<file path="src/rtl/shared_bank_port_client.sv">
// Per-port client of the shared VC banks: tracks bank ownership with one FSM per bank
// and hands out free shared VCs of owned banks in round-robin order.
module shared_bank_port_client #(
    parameter int num_banks        = 2,
    parameter int num_vcs_per_bank = 2,
    parameter int num_ports        = 5,
    parameter int port_id          = 0,
    parameter int vc_idx_width     = 2
) (
    input  logic                                   clk,
    input  logic                                   reset,
    input  logic [num_banks*num_ports-1:0]         bank_grant,
    input  logic [num_banks-1:0]                   bank_ready,
    input  logic                                   vc_req,
    output logic                                   vc_gnt,
    output logic [vc_idx_width-1:0]                vc_gnt_id,
    input  logic [num_banks*num_vcs_per_bank-1:0]  vc_release,
    output logic [num_banks*num_vcs_per_bank-1:0]  vc_busy,
    output logic [num_banks-1:0]                   bank_in_use,
    output logic [num_banks-1:0]                   bank_owned,
    output logic                                   protocol_error
);
    // state    | meaning
    // IDLE     | bank not held by this port
    // OWNED    | bank granted and ready; its free VCs may be allocated
    // DRAINING | ownership lost; waiting for the bank's busy VCs to release
    typedef enum logic [1:0] {IDLE, OWNED, DRAINING} bank_state_t;

    localparam int total_vcs = num_banks * num_vcs_per_bank;
    localparam int cw        = vc_idx_width + 1;
    localparam logic [vc_idx_width-1:0] last_idx = vc_idx_width'(total_vcs - 1);

    bank_state_t state_q [num_banks];
    bank_state_t state_d [num_banks];

    logic [vc_idx_width-1:0] rr_ptr;
    logic [total_vcs-1:0]    vc_alloc;
    logic [total_vcs-1:0]    busy_after_rel;
    logic [total_vcs-1:0]    gnt_onehot;
    logic [cw-1:0]           scan;
    logic                    sel_found;

    for (genvar v = 0; v < total_vcs; v++) begin : g_alloc
        assign vc_alloc[v] = (state_q[v / num_vcs_per_bank] == OWNED) && !vc_busy[v];
    end

    for (genvar b = 0; b < num_banks; b++) begin : g_bank_out
        assign bank_in_use[b] = |vc_busy[b*num_vcs_per_bank +: num_vcs_per_bank];
        assign bank_owned[b]  = (state_q[b] == OWNED);
    end

    // First allocatable index at or after rr_ptr, wrapping at total_vcs.
    always_comb begin
        sel_found = 1'b0;
        vc_gnt_id = '0;
        scan      = '0;
        for (int i = 0; i < total_vcs; i++) begin
            scan = {1'b0, rr_ptr} + cw'(i);
            if (scan >= cw'(total_vcs)) begin
                scan = scan - cw'(total_vcs);
            end
            if (!sel_found && vc_alloc[scan[vc_idx_width-1:0]]) begin
                sel_found = 1'b1;
                vc_gnt_id = scan[vc_idx_width-1:0];
            end
        end
        vc_gnt     = vc_req && sel_found;
        gnt_onehot = '0;
        if (vc_gnt) begin
            gnt_onehot[vc_gnt_id] = 1'b1;
        end
    end

    assign busy_after_rel = vc_busy & ~vc_release;

    // Only OWNED banks can receive a grant, so draining banks look at releases alone.
    always_comb begin
        for (int b = 0; b < num_banks; b++) begin
            state_d[b] = state_q[b];
            case (state_q[b])
                IDLE: begin
                    if (bank_grant[b*num_ports + port_id] && bank_ready[b]) begin
                        state_d[b] = OWNED;
                    end
                end
                OWNED: begin
                    if (!bank_grant[b*num_ports + port_id] || !bank_ready[b]) begin
                        state_d[b] = DRAINING;
                    end
                end
                DRAINING: begin
                    if (busy_after_rel[b*num_vcs_per_bank +: num_vcs_per_bank] == '0) begin
                        state_d[b] = IDLE;
                    end
                end
                default: state_d[b] = IDLE;
            endcase
        end
    end

    always_ff @(posedge clk) begin
        if (reset) begin
            for (int b = 0; b < num_banks; b++) begin
                state_q[b] <= IDLE;
            end
            vc_busy        <= '0;
            rr_ptr         <= '0;
            protocol_error <= 1'b0;
        end else begin
            for (int b = 0; b < num_banks; b++) begin
                state_q[b] <= state_d[b];
            end
            vc_busy <= busy_after_rel | gnt_onehot;
            if (vc_gnt) begin
                rr_ptr <= (vc_gnt_id == last_idx) ? '0 : vc_gnt_id + 1'b1;
            end
            if (|(vc_release & ~vc_busy)) begin
                protocol_error <= 1'b1;
            end
        end
    end
endmodule

</file>
<file path="config.mk">
export PLATFORM = sky130hd
export DESIGN_NAME = shared_bank_port_client
export DESIGN_NICKNAME = d
export VERILOG_FILES = /design/src/rtl/shared_bank_port_client.sv
export SDC_FILE = /design/constraint.sdc
export NUM_CORES = 1
export LEC_CHECK = 0
export CAP_MARGIN = 10
export CORE_MARGIN = 2
export CORE_UTILIZATION = 38
export CTS_BUF_LIST = sky130_fd_sc_hd__clkbuf_4
export DETAILED_ROUTE_END_ITERATION = 16
export PLACE_DENSITY = 0.77
export SYNTH_ARGS = -nofsm -noshare
export SYNTH_HDL_FRONTEND = slang
export SYNTH_SLANG_ARGS = --single-unit
export TNS_END_PERCENT = 5
</file>
<file path="constraint.sdc">
create_clock -name clk -period 1.8 [get_ports clk]
set_input_delay 0.18 -clock clk [delete_from_list [all_inputs] [get_ports clk]]
set_output_delay 0.18 -clock clk [all_outputs]
set_load 0.02 [all_outputs]
</file>
# ---- Yosys cells after proc, flatten, opt, wreduce, memory -nomap -nowiden
# Memory sizes are Yosys's and may differ from the RTL's.
# Cells that the tools add are included.
dict set report op_classes {
  addsub 8
  order_cmp 10
  n_eq_ne 5
  mux 37
  n_bitwise 7
  n_reduce_logical 31
}
# operator count
set op_table {}
lappend op_table {{two-way mux 2 bit} 17}
lappend op_table {{< comparator 2 x 3 -> 1 bit, second input constant} 5}
lappend op_table {{two-way mux 1 bit} 12}
lappend op_table {{case mux 2 bit (3 select lines)} 2}
lappend op_table {{logical AND 1 bit} 11}
lappend op_table {{logical NOT 1 bit} 11}
lappend op_table {{>= comparator 3 bit, second input constant} 3}
lappend op_table {{AND 4 bit} 2}
lappend op_table {{binary-select mux 1 bit (select 2 bit)} 4}
lappend op_table {{logical NOT 2 bit} 4}
lappend op_table {{inverter 4 bit} 2}
lappend op_table {{subtractor 2 x 1 -> 2 bit, second input constant} 4}
lappend op_table {{adder 2 x 2 -> 3 bit, second input constant} 2}
lappend op_table {{equality test 2 bit, second input constant} 3}
lappend op_table {{equality test 2 x 1 -> 1 bit, second input constant} 2}
lappend op_table {{two-way mux 4 bit} 1}
lappend op_table {{bitwise OR 4 bit} 1}
lappend op_table {{OR reduction 2 bit} 2}
lappend op_table {{OR reduction 4 bit} 1}
lappend op_table {{adder 2 x 1 -> 3 bit, second input constant} 1}
lappend op_table {{>= comparator 2 x 3 -> 1 bit, second input constant} 1}
lappend op_table {{adder 2 x 1 -> 2 bit, second input constant} 1}
lappend op_table {{demux 1 bit (select 2 bit)} 1}
lappend op_table {{>= comparator 2 x 1 -> 1 bit, second input constant} 1}
lappend op_table {{other kinds (2)} 4}
dict set report totals {
  reg_bits 7
  mem_bits_rw 4
  in_bits 19
  elab_cells 102
  mem_count 1
}
# memory words word_bits rd rd_ports_with_merged_regs write_ports line
set memory_table {}
lappend memory_table {state_q 2 2 2 0 2 33} ;# bank_state_t state_q [num_banks];

# ---- Logic depth before layout (Yosys ltp)
# An unclocked memory read counts as a cell.
dict set report logic_depth {
  depth_word 21
  ltp_mapped 9
  ltp_nobuf 9
}

# ---- Worst setup path before layout
# OpenSTA, ideal clock, no wires.
dict set report synth_timing {
  path_type {register to register}
  from {memory state_q[0][0] in the netlist's numbering}
  to {register rr_ptr[1]}
  setup_ns 0.114
  t_arrival_ns 2.272
  required_ns 1.686
  path_slack_ns -0.587
  path_stages_with_launch 8
  path_buffers 0
  synth_period_minus_slack_ns 2.387
  path_cell_list {dfxtp_1 nor2b_1 o211a_1 o221ai_1 a22oi_1 ha_1 mux2i_1 nor2_1}
}
# item line
set synth_lines {}
lappend synth_lines {{start: declaration} 33}
lappend synth_lines {{end signal: assignment} 115} ;# rr_ptr <= (vc_gnt_id == last_idx) ? '0 : vc_gnt_id + 1'b1;
lappend synth_lines {{end: declaration} 36} ;# logic [vc_idx_width-1:0] rr_ptr;

# ---- Worst setup path after layout
dict set report layout_timing {
  from {register rr_ptr[0]}
  to {output port vc_gnt_id[1]}
}
dict set report layout_between {
  elab_chain_cells 14
  word_cells_on_any_way 36
}
# item line
set layout_lines {}
lappend layout_lines {{branches (longest 13 deep; another with adder 2 x 1 -> 3 bit)} -}
lappend layout_lines {{two-way mux 2 bit *} 62} ;# if (!sel_found && vc_alloc[scan[vc_idx_width-1:0]]) begin
lappend layout_lines {{end: declaration} 16} ;# output logic [vc_idx_width-1:0] vc_gnt_id,
# Every way passes the cells marked *. The select of a mux whose other input is x is not followed.

==> results.txt <==
The run finished, with violations left. The final reports fail on setup timing. The combinational power share came out at approximately 30%. The detailed router placed 789 vias in this run.

Setup repair after global routing could not meet its margin everywhere. The final number of max-transition violations came out at 0. The leakage power of the design is 0.000491 µW. The synthesized net count is 104.

For this block, the routed nets add up to around 2200 µm of wire. The placer's final routability congestion estimate is slightly above 0.8. The pre-CTS worst setup slack came out at -0.224 ns.

The startpoint of the most critical register-to-register path is rr_ptr[0]$_SDFFE_PP0P_. The later pin in the worst-skew pair is clocked with a latency of 0.27 ns. In this run the worst hold path is classified as primary input to flop. The worst-case IR drop observed on VDD is around 0.48 mV. The first global-routing pass estimated approximately 3400 µm of wire. The worst register-to-register path ends at vc_busy[2]$_SDFF_PP0_. Across every metal layer, demand over resource in global routing totals 23.1%. Measured in cells, the most critical reg-to-reg path has a length of 9. The setup slack of the critical path after layout is -0.122 ns. The transition time of the tightest slew-check pin is approximately 0.44 ns. The critical path data required time came out at ~1.6 ns. The number of input and output port buffers inserted came out at 22. The number of levels the H-tree was split into came out at 1. The net count of the finished layout is between 100 and 150. The die width came out at around 46 µm. In this run, the number of DRC markers left after iteration 0 of detailed routing was 13. The core box area came out at approximately 1700 µm².

The most critical setup path has its endpoint at vc_gnt_id[1]. The detailed-route DRC error count is 0. The max-slew headroom at the worst pin came out at a little over two thirds.

The overflow left after global routing came out at 0. The power per cell area is 540 nW/µm². The clock tree from TritonCTS is yes.

The iteration count of the initial detailed-routing pass came out at 4. The number of routed nets with antenna violations is 0. The post-synthesis instance area came out at just under 700 µm². Subtracting the final worst setup slack from the clock period gives 1.92 ns.

The tree built by TritonCTS fans out to 11 sinks. Counting along the longest clock path gives a buffer depth of 2. The post-route netlist has between 30 and 40% of its cells at a drive strength greater than 1. From bottom edge to top edge, the die measures 46.4 µm. The number of standard cells after synthesis came out at 81. The via count of the first global-routing pass is between 700 and 800. The synthesized netlist contains 29 unique library cells. In this run, flip-flops and latches consume ~42% of the power. The leading area contributor after synthesis is dfxtp_1. The number of vias per cell after detailed routing is 5.30.

The worst setup path is captured at an output pin. The number of maximum-capacitance violations is 0. Measured on the finished design, the core utilization comes to between 60% and 70%. The startpoint type of the worst setup path is a flop. The aggregate negative setup slack came out at -0.456 ns. After legalization and detailed placement, the total HPWL measured approximately 1600 µm. The number of buffers added to fix hold violations after cts is 0. The number of inserted diodes is 0. The initial antenna violation count was 0. The detail-routed net length per standard cell is around 15 µm.

The placed standard-cell area is 1060 µm². The initial cell density of the core came out at 39.9%. The number of I/O pins is 31. The start-to-end type of the worst setup path is flop to output pin. The root cell of the clock tree is clkbuf_4.

TritonCTS created 3 clock buffers. The count of fill cells added during filler insertion came out at 127. The internal power of the cells came out at 434 µW.

Static timing analysis puts the maximum clock frequency at between 500 and 600 MHz. Clock-pin slew was measured on the worst setup and hold paths at 0.07 ns. The mean instance size in the synthesized netlist came out at around 8.4 µm². The sequential cell area fraction in the yosys report came out at between 30% and 40%. The synthesis warning total is 0. The area growth from synthesis to layout came out at 68.8%. Data on the critical path arrives at its endpoint at around 1.7 ns. The number of hold violations in the final report is 0. The analysis attributes to net switching a power of about 190 µW. The worst clock skew on the final layout came out at between 0.00015 and 0.0002 ns.

The clock network accounts for 27.6% of the total power. The worst-case register-to-register setup slack came out at -0.10 ns. The area share of the largest cell type after synthesis is between 30% and 40%.

The fraction of power spent switching nets came out at a little under a third. The maximum fanout along the worst path came out at 6. The maximum number of pins on one net before global-route repair is 12. The number of flip-flops and latches in the synthesized netlist came out at 11. The die area is roughly 2100 µm².

The final setup violation count came out at 6. Tracing the worst setup path back leads to its startpoint at rr_ptr[0]$_SDFFE_PP0P_. The post-route cell area is between 1000 and 1500 µm². Sorting the synthesized cells by area gives the leading types as dfxtp_1 32%, a21oi_1 7.3%, ha_1 7.3%.

The number of cell rows came out at 15. Of the available clock period, the critical path in the final layout requires 107%.
[cells by family (layout without fill, tap and decap cells)]
group	Yosys count	in the layout	synth area share, %
flip-flops	11	11	32.3
buffers and inverters	10	53	8.26
AO/OA/AOI/OAI	25	25	26.4
multiplexers	4	4	6.06
AND/OR/NAND/NOR	27	27	19.6
adder cells (fa/ha/maj)	4	4	7.34
[synth_stat cells (all sizes together)]
cell type / count
dfxtp: 11
a21oi: 10
nand2: 10
inv: 7
nand2b: 5
nor2: 5
ha: 4
a22oi: 3
buf: 3
mux2i: 3
nor3: 3
and2: 2
o211a: 2
a211oi: 1
a222oi: 1
mux2: 1
nor2b: 1
nor3b: 1
o2111ai: 1
o21a: 1
o21ai: 1
o221ai: 1
o22a: 1
o22ai: 1
o31ai: 1
o41a: 1
[what timing repair did]
action / 4_1_cts / 5_1_grt
pin swaps: 8 / 1
buffers inserted: 4 / 0
resized for setup: 22 / 3
setup endpoints to repair: 9 / 7
[layer usage]
layer | vias to the layer above | routed length, µm | global-route usage, %
li1 | 373 | - | -
met1 | 395 | 914 | 26.2
met2 | 17 | 1160 | 40.0
met3 | 4 | 73 | 5.10
met4 | 0 | 28 | 12.0
met5 | - | 0 | 0
[state kept, by name (all words and copies together), names as in the netlist]
signal and cells:
vc_busy 4, protocol_error 1, state_q 4, rr_ptr 2
[worst max-delay path, stage by stage, from the launching register on]
cell,delay (ns)
dfxtp_4,0.39
mux2i_1,0.24
and2_4,0.20
a21oi_1,0.04
o21a_1,0.20
o22a_2,0.24
buf_6,0.15
[through the flow]
step	power [µW]	cells	hold WS (ns)
6_report	622	149	0.462
3_5_place_dp	435	141	0.521
3_3_place_gp	429	141	0.493
2_1_floorplan	355	81	0.237
4_1_cts	620	149	0.461
5_1_grt	650	149	0.499
[layout make-up]
cell class                      count  area (µm²)  share of cell area (%)
Inverter                            7        26.3                    2.28
Clock inverter                      1        5.00                   0.435
Multi-Input combinational cell     60         467                    40.5
Sequential cell                    11         224                    19.5
Clock buffer                        3        22.5                    1.96
Timing Repair Buffer               42         375                    32.6
Tap cell                           25        31.3                    2.72
[placed cells by master, fill, tap and decap left out, types with 2 or more instances in the layout]
master            n
and2_4            2
mux2i_1           3
a21oi_1          10
o211a_1           2
nand2_1          10
nor3_1            3
dfxtp_1          10
nor2_1            4
clkdlybuf4s50_1  18
buf_4            20
ha_4              2
clkbuf_4          3
ha_1              2
nand2b_1          4
a22oi_1           2
inv_1             7
[worst min-delay path by stage]
stage | slack (ns) | startpoint | depth (start not counted) | end
global placement | 0.49 | state_q[0][3]$_SDFFE_PP0P_ | 2 | state_q[0][2]$_SDFFE_PP0P_
finish | 0.46 | bank_ready[0] | 3 | state_q[0][0]$_SDFFE_PP0P_
floorplan | 0.24 | reset | 1 | rr_ptr[0]$_SDFFE_PP0P_
CTS | 0.46 | bank_ready[0] | 3 | state_q[0][0]$_SDFFE_PP0P_
global route | 0.50 | bank_ready[0] | 3 | state_q[0][0]$_SDFFE_PP0P_
detailed placement | 0.52 | state_q[0][3]$_SDFFE_PP0P_ | 2 | state_q[0][2]$_SDFFE_PP0P_
[power by group through the flow]
stage | clock, µW | sequential, µW | combinational, µW
after floorplan | 0 | 271 | 84.2
after global placement | 0 | 268 | 161
after detailed placement | 0 | 269 | 166
after CTS | 178 | 263 | 179
after global routing | 185 | 265 | 200
final | 172 | 264 | 186
Note: power is estimated with default switching activity, not from simulation.
